## src/rtl/spi_sub_pkg.sv

```systemverilog
// Shared types and helpers for the SPI subordinate sequencer.
package spi_sub_pkg;

  localparam int SPI_BYTE_W = 8;

  typedef enum logic {
    IDLE   = 1'b0,
    ACTIVE = 1'b1
  } spi_sub_state_e;

  typedef struct packed {
    logic cpol;
    logic cpha;
  } spi_mode_t;

  // A leading edge moves SCLK away from its idle level; a trailing edge returns it.
  function automatic logic edge_is_leading(input logic lvl, input logic chg, input logic pol);
    return chg && (lvl != pol);
  endfunction

  function automatic logic edge_is_trailing(input logic lvl, input logic chg, input logic pol);
    return chg && (lvl == pol);
  endfunction

endpackage

```

## src/rtl/spi_sub_sync_edge.sv

```systemverilog
// Multi-flop synchroniser for an asynchronous pad plus one delay flop for edge detection.
module spi_sub_sync_edge #(
  parameter int   STAGES  = 2,
  parameter logic RST_VAL = 1'b0
) (
  input  logic pclk,
  input  logic presetn,
  input  logic pad,
  output logic level,
  output logic rise,
  output logic fall
);

  logic [STAGES-1:0] sync_q;
  logic              dly_q;

  always_ff @(posedge pclk or negedge presetn) begin
    if (!presetn) begin
      sync_q <= {STAGES{RST_VAL}};
      dly_q  <= RST_VAL;
    end else begin
      sync_q <= {sync_q[STAGES-2:0], pad};
      dly_q  <= sync_q[STAGES-1];
    end
  end

  assign level = sync_q[STAGES-1];
  assign rise  = level && !dly_q;
  assign fall  = !level && dly_q;

endmodule

```

## src/rtl/spi_sub_ctrl.sv

```systemverilog
// SPI subordinate sequencer: pad sync, SCLK edge decode, shift/load enables and byte handshakes.
// Optional frame byte counter enabled by defining SPI_SUB_CTRL_BYTE_CNT_EN.
//
// state  | meaning
// IDLE   | CS_n high; waiting for the synchronised CS_n falling edge
// ACTIVE | frame in progress; SCLK edges drive load/shift enables
module spi_sub_ctrl
  import spi_sub_pkg::*;
#(
  parameter int                    SYNC_STAGES = 2,
  parameter logic [SPI_BYTE_W-1:0] DUMMY_BYTE  = 8'hFF
) (
  input  logic                  pclk,
  input  logic                  presetn,
  input  logic                  sclk_pad_i,
  input  logic                  cs_n_pad_i,
  input  logic                  cpol,
  input  logic                  cpha,
  input  logic [SPI_BYTE_W-1:0] tx_data,
  input  logic                  tx_valid,
  output logic                  tx_ready,
  output logic [SPI_BYTE_W-1:0] rx_data,
  output logic                  rx_valid,
  input  logic                  rx_ready,
  input  logic [SPI_BYTE_W-1:0] sub_rx,
  output logic [SPI_BYTE_W-1:0] sub_tx,
  output logic                  tx_load,
  output logic                  slave_transfer_shift_en,
  output logic                  slave_receive_shift_en,
  output logic                  busy,
  output logic                  rx_overrun,
  output logic                  tx_underrun,
  input  logic                  clr_status,
  output logic [7:0]            frame_byte_cnt
);

  logic sclk_s, sclk_rise, sclk_fall;
  logic cs_n_s, cs_rise, cs_fall;

  spi_sub_sync_edge #(.STAGES(SYNC_STAGES), .RST_VAL(1'b0)) u_sync_sclk (
    .pclk    (pclk),
    .presetn (presetn),
    .pad     (sclk_pad_i),
    .level   (sclk_s),
    .rise    (sclk_rise),
    .fall    (sclk_fall)
  );

  spi_sub_sync_edge #(.STAGES(SYNC_STAGES), .RST_VAL(1'b1)) u_sync_cs (
    .pclk    (pclk),
    .presetn (presetn),
    .pad     (cs_n_pad_i),
    .level   (cs_n_s),
    .rise    (cs_rise),
    .fall    (cs_fall)
  );

  spi_sub_state_e        state_q, state_d;
  spi_mode_t             mode_q;
  logic [2:0]            bit_cnt;
  logic                  byte_done_q;
  logic                  tx_full_q;
  logic [SPI_BYTE_W-1:0] tx_hold_q;

  logic sclk_chg, leading, trailing;
  logic frame_start, frame_end;
  logic tx_push, overrun_set, underrun_set;

  assign sclk_chg    = sclk_rise || sclk_fall;
  assign leading     = edge_is_leading(sclk_s, sclk_chg, mode_q.cpol);
  assign trailing    = edge_is_trailing(sclk_s, sclk_chg, mode_q.cpol);
  assign frame_start = (state_q == IDLE) && cs_fall;
  assign frame_end   = (state_q == ACTIVE) && cs_rise;

  // FSM: state register
  always_ff @(posedge pclk or negedge presetn) begin
    if (!presetn) state_q <= IDLE;
    else          state_q <= state_d;
  end

  // FSM: next state
  always_comb begin
    state_d = state_q;
    case (state_q)
      IDLE:    if (cs_fall) state_d = ACTIVE;
      ACTIVE:  if (cs_rise) state_d = IDLE;
      default: state_d = IDLE;
    endcase
  end

  // FSM: outputs. Gating on the synchronised CS_n level suppresses enables on the exit cycle.
  always_comb begin
    busy                    = 1'b0;
    tx_load                 = 1'b0;
    slave_transfer_shift_en = 1'b0;
    slave_receive_shift_en  = 1'b0;
    case (state_q)
      IDLE: tx_load = cs_fall && !cpha;
      ACTIVE: begin
        busy = 1'b1;
        if (!cs_n_s) begin
          if (!mode_q.cpha) begin
            slave_receive_shift_en  = leading;
            tx_load                 = trailing && (bit_cnt == 3'd0);
            slave_transfer_shift_en = trailing && (bit_cnt != 3'd0);
          end else begin
            tx_load                 = leading && (bit_cnt == 3'd0);
            slave_transfer_shift_en = leading && (bit_cnt != 3'd0);
            slave_receive_shift_en  = trailing;
          end
        end
      end
      default: ;
    endcase
  end

  always_ff @(posedge pclk or negedge presetn) begin
    if (!presetn) begin
      mode_q      <= '0;
      bit_cnt     <= 3'd0;
      byte_done_q <= 1'b0;
    end else begin
      if (frame_start) mode_q <= '{cpol: cpol, cpha: cpha};
      if (frame_start || frame_end)   bit_cnt <= 3'd0;
      else if (slave_receive_shift_en) bit_cnt <= bit_cnt + 3'd1;
      // Delayed one cycle so the external receive register has taken the last bit.
      byte_done_q <= slave_receive_shift_en && (bit_cnt == 3'd7);
    end
  end

  assign overrun_set = byte_done_q && rx_valid && !rx_ready;

  always_ff @(posedge pclk or negedge presetn) begin
    if (!presetn) begin
      rx_data  <= '0;
      rx_valid <= 1'b0;
    end else if (byte_done_q) begin
      if (!rx_valid || rx_ready) begin
        rx_data  <= sub_rx;
        rx_valid <= 1'b1;
      end
    end else if (rx_valid && rx_ready) begin
      rx_valid <= 1'b0;
    end
  end

  assign tx_ready     = !tx_full_q;
  assign tx_push      = tx_valid && !tx_full_q;
  assign underrun_set = tx_load && !tx_full_q && !tx_valid;

  // A push coinciding with a load on an empty holding register bypasses straight to sub_tx.
  always_comb begin
    if (tx_full_q)              sub_tx = tx_hold_q;
    else if (tx_load && tx_valid) sub_tx = tx_data;
    else                        sub_tx = DUMMY_BYTE;
  end

  always_ff @(posedge pclk or negedge presetn) begin
    if (!presetn) begin
      tx_full_q <= 1'b0;
      tx_hold_q <= '0;
    end else if (tx_load) begin
      tx_full_q <= 1'b0;
    end else if (tx_push) begin
      tx_full_q <= 1'b1;
      tx_hold_q <= tx_data;
    end
  end

  always_ff @(posedge pclk or negedge presetn) begin
    if (!presetn) begin
      rx_overrun  <= 1'b0;
      tx_underrun <= 1'b0;
    end else begin
      if (overrun_set)     rx_overrun <= 1'b1;
      else if (clr_status) rx_overrun <= 1'b0;
      if (underrun_set)    tx_underrun <= 1'b1;
      else if (clr_status) tx_underrun <= 1'b0;
    end
  end

`ifdef SPI_SUB_CTRL_BYTE_CNT_EN
  logic [7:0] byte_cnt_q;

  always_ff @(posedge pclk or negedge presetn) begin
    if (!presetn)                               byte_cnt_q <= 8'd0;
    else if (frame_start)                       byte_cnt_q <= 8'd0;
    else if (byte_done_q && byte_cnt_q != 8'hFF) byte_cnt_q <= byte_cnt_q + 8'd1;
  end

  assign frame_byte_cnt = byte_cnt_q;
`else
  assign frame_byte_cnt = 8'd0;
`endif

endmodule

```

## config.mk

```make
export PLATFORM = sky130hd
export DESIGN_NAME = spi_sub_ctrl
export DESIGN_NICKNAME = d
export VERILOG_FILES = /design/src/rtl/spi_sub_pkg.sv /design/src/rtl/spi_sub_sync_edge.sv /design/src/rtl/spi_sub_ctrl.sv
export SDC_FILE = /design/constraint.sdc
export NUM_CORES = 1
export LEC_CHECK = 0
export ABC_AREA = 1
export CAP_MARGIN = 20
export CORE_MARGIN = 2
export CORE_UTILIZATION = 40
export CTS_CLUSTER_SIZE = 24
export DETAILED_ROUTE_END_ITERATION = 10
export PLACE_DENSITY = 0.81
export SYNTH_ARGS = -nofsm -noshare
export SYNTH_HDL_FRONTEND = slang
export SYNTH_SLANG_ARGS = --single-unit
```

## constraint.sdc

```tcl
create_clock -name pclk -period 1.25 [get_ports pclk]
set_input_delay 0.125 -clock pclk [delete_from_list [all_inputs] [get_ports pclk]]
set_output_delay 0.125 -clock pclk [all_outputs]
set_load 0.02 [all_outputs]
```

[Yosys cells after proc, flatten, opt, wreduce, memory -nomap -nowiden]
Index checks and enable logic that the tools add are counted.
Storage, ports and cells
  word-level logic and storage cells: 90
  bits in registers: 33
  output and inout port bits: 32
  input port bits: 25
Cells by class
  bitwise gates (word level): 2
  equal/unequal tests: 4
  mux-type cells: 25
  $add $sub $neg: 1
  reduce and logical (&&, ||, !) cells: 43
Operator list (count)
  logical AND 1 bit: 21
  2-to-1 mux 1 bit: 19
  2-to-1 mux 8 bit: 2
  nonzero test 2 bit: 5
  logical NOT 1 bit: 9
  2-to-1 mux 3 bit: 2
  AND reduction 2 bit: 3
  case mux 1 bit (2 select lines): 2
  adder 3 x 1 -> 3 bit, second input constant: 1
  == test 3 bit, second input constant: 1
  logical NOT 3 bit: 1
  logical OR 1 bit: 3
  nonzero test 3 bit: 1
  inequality test 2 x 1 -> 1 bit, second input constant: 1
  inverter 1 bit: 2
  == test 1 bit: 1
  inequality test 1 bit: 1

[Longest topological paths before layout]
  depth after elaboration: 11
  mapped depth: 11
  gate-level depth less buffers: 10

[Modules after synthesis]
A second synthesis with hierarchy kept.
Unflattened totals
  cell total of the unflattened synthesis: 187
  area, all modules: 1695.4 um^2
Modules (own cells, without submodules)
  spi_sub_ctrl: cells an instance 173, seq. area each 675.6 um^2, area an instance 1511.4 um^2, instances 1
  spi_sub_sync_edge at u_sync_cs: cells an instance 7, seq. area each 78.8 um^2, area an instance 93.8 um^2, instances 1
  spi_sub_sync_edge at u_sync_sclk: cells an instance 7, seq. area each 75.1 um^2, area an instance 90.1 um^2, instances 1

[Worst setup path after synthesis]
OpenSTA, ideal clock, no wires.
  kind: register to output
  start point: reg u_sync_cs.dly_q
  end point: out sub_tx[1]
  buffers on the path: 1
  data arrival time: 1328 ps
  cell stages (with the launch flop): 9
  path slack: -203 ps
  required time: 1125 ps
  cell sequence: dfstp_2 nand2_1 nor2_1 nand2_2 nand2_2 buf_6 nand3_1 nand2_1 inv_1
On the way
  longest elaborated chain between the ends: 6
Ends and longest elaborated chain
  start: declaration: RTL line spi_sub_sync_edge.sv:15  | logic dly_q;
  start signal: assignment: RTL line spi_sub_sync_edge.sv:23  | dly_q <= sync_q[STAGES-1];
  logical AND 1 bit: RTL line spi_sub_sync_edge.sv:29  | assign fall = !level && dly_q;
  logical AND 1 bit: RTL line spi_sub_ctrl.sv:98  | IDLE: tx_load = cs_fall && !cpha;
  case mux 1 bit (2 select lines): RTL line spi_sub_ctrl.sv:97  | case (state_q)
  via tx_load: RTL line spi_sub_ctrl.sv:27  | output logic tx_load,
  logical AND 1 bit: RTL line spi_sub_ctrl.sv:154  | else if (tx_load && tx_valid) sub_tx = tx_data;
  2-to-1 mux 8 bit: RTL line spi_sub_ctrl.sv:154
  2-to-1 mux 8 bit: RTL line spi_sub_ctrl.sv:153  | if (tx_full_q) sub_tx = tx_hold_q;
  end: declaration: RTL line spi_sub_ctrl.sv:26  | output logic [SPI_BYTE_W-1:0] sub_tx,
The timed path passes the listed nets, and every way through them passes these cells.

[Worst setup path after layout]
  start point: reg bit_cnt[1]
  end point: out sub_tx[5]
On the way
  longest elaborated chain between the ends: 8
  elaborated cells on any way between the ends: 9
  those cells by class: 5 x mux; 4 x reduce/logical
Ends and longest elaborated chain
  start: declaration: RTL line spi_sub_ctrl.sv:60  | logic [2:0] bit_cnt;
  start signal: assignment: RTL line spi_sub_ctrl.sv:125  | else if (slave_receive_shift_en) bit_cnt <= bit_cnt + 3'd1;
  logical NOT 3 bit (*): RTL line spi_sub_ctrl.sv:104, spi_sub_ctrl.sv:107
  logical AND 1 bit (on tied branches): RTL line spi_sub_ctrl.sv:104, spi_sub_ctrl.sv:107
  2-to-1 mux 1 bit (*): RTL line spi_sub_ctrl.sv:102  | if (!mode_q.cpha) begin
  2-to-1 mux 1 bit (*): RTL line spi_sub_ctrl.sv:101  | if (!cs_n_s) begin
  case mux 1 bit (2 select lines) (*): RTL line spi_sub_ctrl.sv:97
  logical AND 1 bit (*): RTL line spi_sub_ctrl.sv:154
  2-to-1 mux 8 bit (*): RTL line spi_sub_ctrl.sv:154
  2-to-1 mux 8 bit (*): RTL line spi_sub_ctrl.sv:153
Mark *: on every way between the ends. The rest lies on a longest branch, timed or not.

==> impl_metrics.env <==
export IMPL_drc=0
export IMPL_clock_latency_ns=0.28
export IMPL_peakVddDrop_v=0.00107
export IMPL_port_buffers=48
export IMPL_synthCells=180
export IMPL_clockRootBuffer="clkbuf_8"
export IMPL_fp_dieH_um=68.1
export IMPL_setup_tns_ns=-8.50
export IMPL_first_pass_iters=4
export IMPL_crit_chain="inv_1 > ha_1 > nand2_1 > nor2_2 > nand2_4 > nand2_4 > nand3_1 > nand2_1 > inv_2 > buf_6"
export IMPL_r2r_slack_ns=-0.30
export IMPL_power_density_mw_per_mm2=1490
export IMPL_instances_no_fill=317
export IMPL_dp_cells=299
export IMPL_synth_area_mm2=0.00164
export IMPL_ys_warn_count=0
export IMPL_layout_min_cycle_time_ns=1.77
export IMPL_grt_pass1_vias=1492
export IMPL_antenna_left=0
export IMPL_multi_input_area_um2=810
export IMPL_drive_above_1_share=0.468
export IMPL_crit_path_start_kind="register"
export IMPL_cp_slowest_cell="dfrtp_1"
export IMPL_violations="negative setup slack"
export IMPL_p_leak_nw=1.43
export IMPL_track_usage=0.190
export IMPL_slowest_delay_ns=0.38
export IMPL_synth_top_area_cell="dfrtp_1"
export IMPL_cts_clk_slew_worst_paths_ns=0.07
export IMPL_num_rows=23
export IMPL_num_vias=1471
export IMPL_crit_path_max_fanout=5
export IMPL_critPathKind="register to output port"
export IMPL_dieArea_mm2=0.00464
export IMPL_antenna_cells=0
export IMPL_antenna_found_initial=0
export IMPL_regArea_um2=833
export IMPL_final_cell_area_mm2=0.00270
export IMPL_dieWidth_um=68.1
export IMPL_wirelength_um=3930
export IMPL_skew_ns=0.00828
export IMPL_synth_area_leaders="dfrtp_1 (46%), nand2_1 (8.7%), inv_1 (6.8%), mux2_1 (5.5%), dfstp_2 (4.8%)"
export IMPL_cts_buffers=5
export IMPL_dpl_cell_area_mm2=0.00234
export IMPL_post_synth_top_count_cell="nand2_1"
export IMPL_syn_area_per_cell_um2=9.13
export IMPL_maxCapViolCount=0
export IMPL_start_util=0.414
export IMPL_cts_tree="done"
export IMPL_setup_violations=25
export IMPL_drt_iter0_markers=32
export IMPL_ys_types=25
export IMPL_async_reset_ff_frac=1.00
export IMPL_clock_fmax_ghz=0.566
export IMPL_setup_slack_ns=-0.517
export IMPL_yosys_top_cells_count="nand2_1 (38), dfrtp_1 (30), inv_1 (30)"
export IMPL_via_per_inst=4.64
export IMPL_grt_pass1_wl_um=6570
export IMPL_cp_end_kind="output port"
export IMPL_coreArea_mm2=0.00397
export IMPL_ys_seq_area_frac=0.505
export IMPL_synth_ff_type="dfrtp_1"
export IMPL_clock_sinks=33
export IMPL_cp_arrival_ns=1.64
export IMPL_cp_data_required_time_ns=1.12
export IMPL_status="finished, violations left"
export IMPL_clock_tree_buffer_depth=2
export IMPL_hold_path_class="input pin to asynchronous set/reset pin"
export IMPL_hold_violations=0
export IMPL_grt_max_degree=34
export IMPL_wl_per_cell_um=12.4
export IMPL_ios=57
export IMPL_grt_ovfl_total=0
export IMPL_ctsHtreeMaxLevel=2
export IMPL_rsz0062_at_grt="yes"
export IMPL_drv_slew=0
export IMPL_synth_seq_cells=33
export IMPL_synth_edf_count=0
export IMPL_nFillCells=310
export IMPL_areaGrowthSynthToFinish_pct=64.1
export IMPL_place_congestion=0.779
export IMPL_fin_nets=294
export IMPL_post_route_period_util=1.41
export IMPL_hpwl_um=2440
export IMPL_synth_top_area_share=0.457
-- logic make-up (layout without fill, tap and decap cells) --
logic type,Yosys count,count (layout),share of synthesized area
AOI/OAI and AO/OA,18,18,0.0753
adders and majority gates,3,3,0.0228
buffers and inverters,46,124,0.132
DFF,33,33,0.505
muxes,8,8,0.0548
other,1,8,0.00228
and+or+nand+nor,71,73,0.208
-- flip-flops by register name, indices dropped and copies added, names as in the netlist, 2 cells and up --
| signal | count |
|---|---|
| tx_hold_q | 8 |
| u_sync_sclk.sync_q | 2 |
| u_sync_cs.sync_q | 2 |
| rx_data | 8 |
| mode_q | 2 |
| bit_cnt | 3 |
-- worst max-delay path, delay by kind of cell, from the launching register on --
| family | cells | cell delay (ns) |
|---|---|---|
| flops | 1 | 0.38 |
| buf+inv | 3 | 0.24 |
| simple gates | 6 | 0.61 |
| fa+ha+maj | 1 | 0.14 |
-- where the power goes --
part / internal [mW] / switching [mW] / leakage [nW]
Sequential: 1.24 / 0.126 / 0.417
Clock: 0.591 / 0.375 / 0.0552
Combinational: 0.839 / 0.846 / 0.954
Total: 2.67 / 1.35 / 1.43
-- timing repair --
action,4_1_cts,5_1_grt
hold buffers,0,0
buffers inserted,5,3
pin swaps,17,18
setup endpoints to repair,36,35
gates cloned,3,0
gates resized for setup,115,17
-- path summary, 6_finish.rpt --
path                                       startpoint                  end  cells after the start
worst min-delay path                          presetn              state_q                      2
worst max-delay path                       bit_cnt[1]            sub_tx[5]                     10
min in group pclk                          cs_n_pad_i  u_sync_cs.sync_q[0]                      1
worst min register to register    u_sync_cs.sync_q[0]  u_sync_cs.sync_q[1]                      0
worst max register to register  u_sync_sclk.sync_q[1]          tx_underrun                     11
max in group asynchronous                     presetn  u_sync_cs.sync_q[0]                      2
-- metal layers --
layer / vias to the layer above / GRT usage / routed length, um
met5: - / 0 / 0
met4: 0 / 0.0450 / 51
met3: 6 / 0.0674 / 233
met2: 47 / 0.314 / 2070
met1: 702 / 0.238 / 1570
li1: 716 / - / -
-- per-stage QoR --
stage | hold slack, ns | util | setup slack [ns] | power, mW
after floorplan | -0.171 | - | -0.104 | 2.17
after global placement | 0.346 | 0.589 | -0.622 | 2.74
after detailed placement | 0.343 | 0.589 | -0.658 | 2.78
after CTS | 0.210 | 0.660 | -0.494 | 3.97
after global routing | 0.222 | 0.679 | -0.596 | 4.27
final | 0.208 | 0.679 | -0.517 | 4.02
-- cell type report --
type	count	share of cell area
Inverter	35	0.0496
Multi-Input combinational cell	110	0.300
Timing Repair inverter	1	0.00186
Tap cell	50	0.0232
Clock buffer	6	0.0269
Clock inverter	2	0.0130
Timing Repair Buffer	80	0.276
Sequential cell	33	0.309
-- cell usage in the layout (no fill, tap or decap), types with 2 or more instances in the layout --
cell,count
mux2_1,8
o21ai_2,10
nand3_1,4
o21ai_0,2
o21ai_1,3
nor2_4,3
inv_1,21
or2_2,2
ha_1,3
nand3_4,2
conb_1,8
dfstp_2,3
or2_1,6
buf_4,26
nand2_2,18
dfrtp_1,27
dlygate4sd2_1,12
inv_2,13
nand2_4,6
nand2_1,20
nand3_2,9
clkbuf_8,5
buf_6,16
clkdlybuf4s50_1,24
dfrtp_2,3
Power figures use the tool's default switching activity.
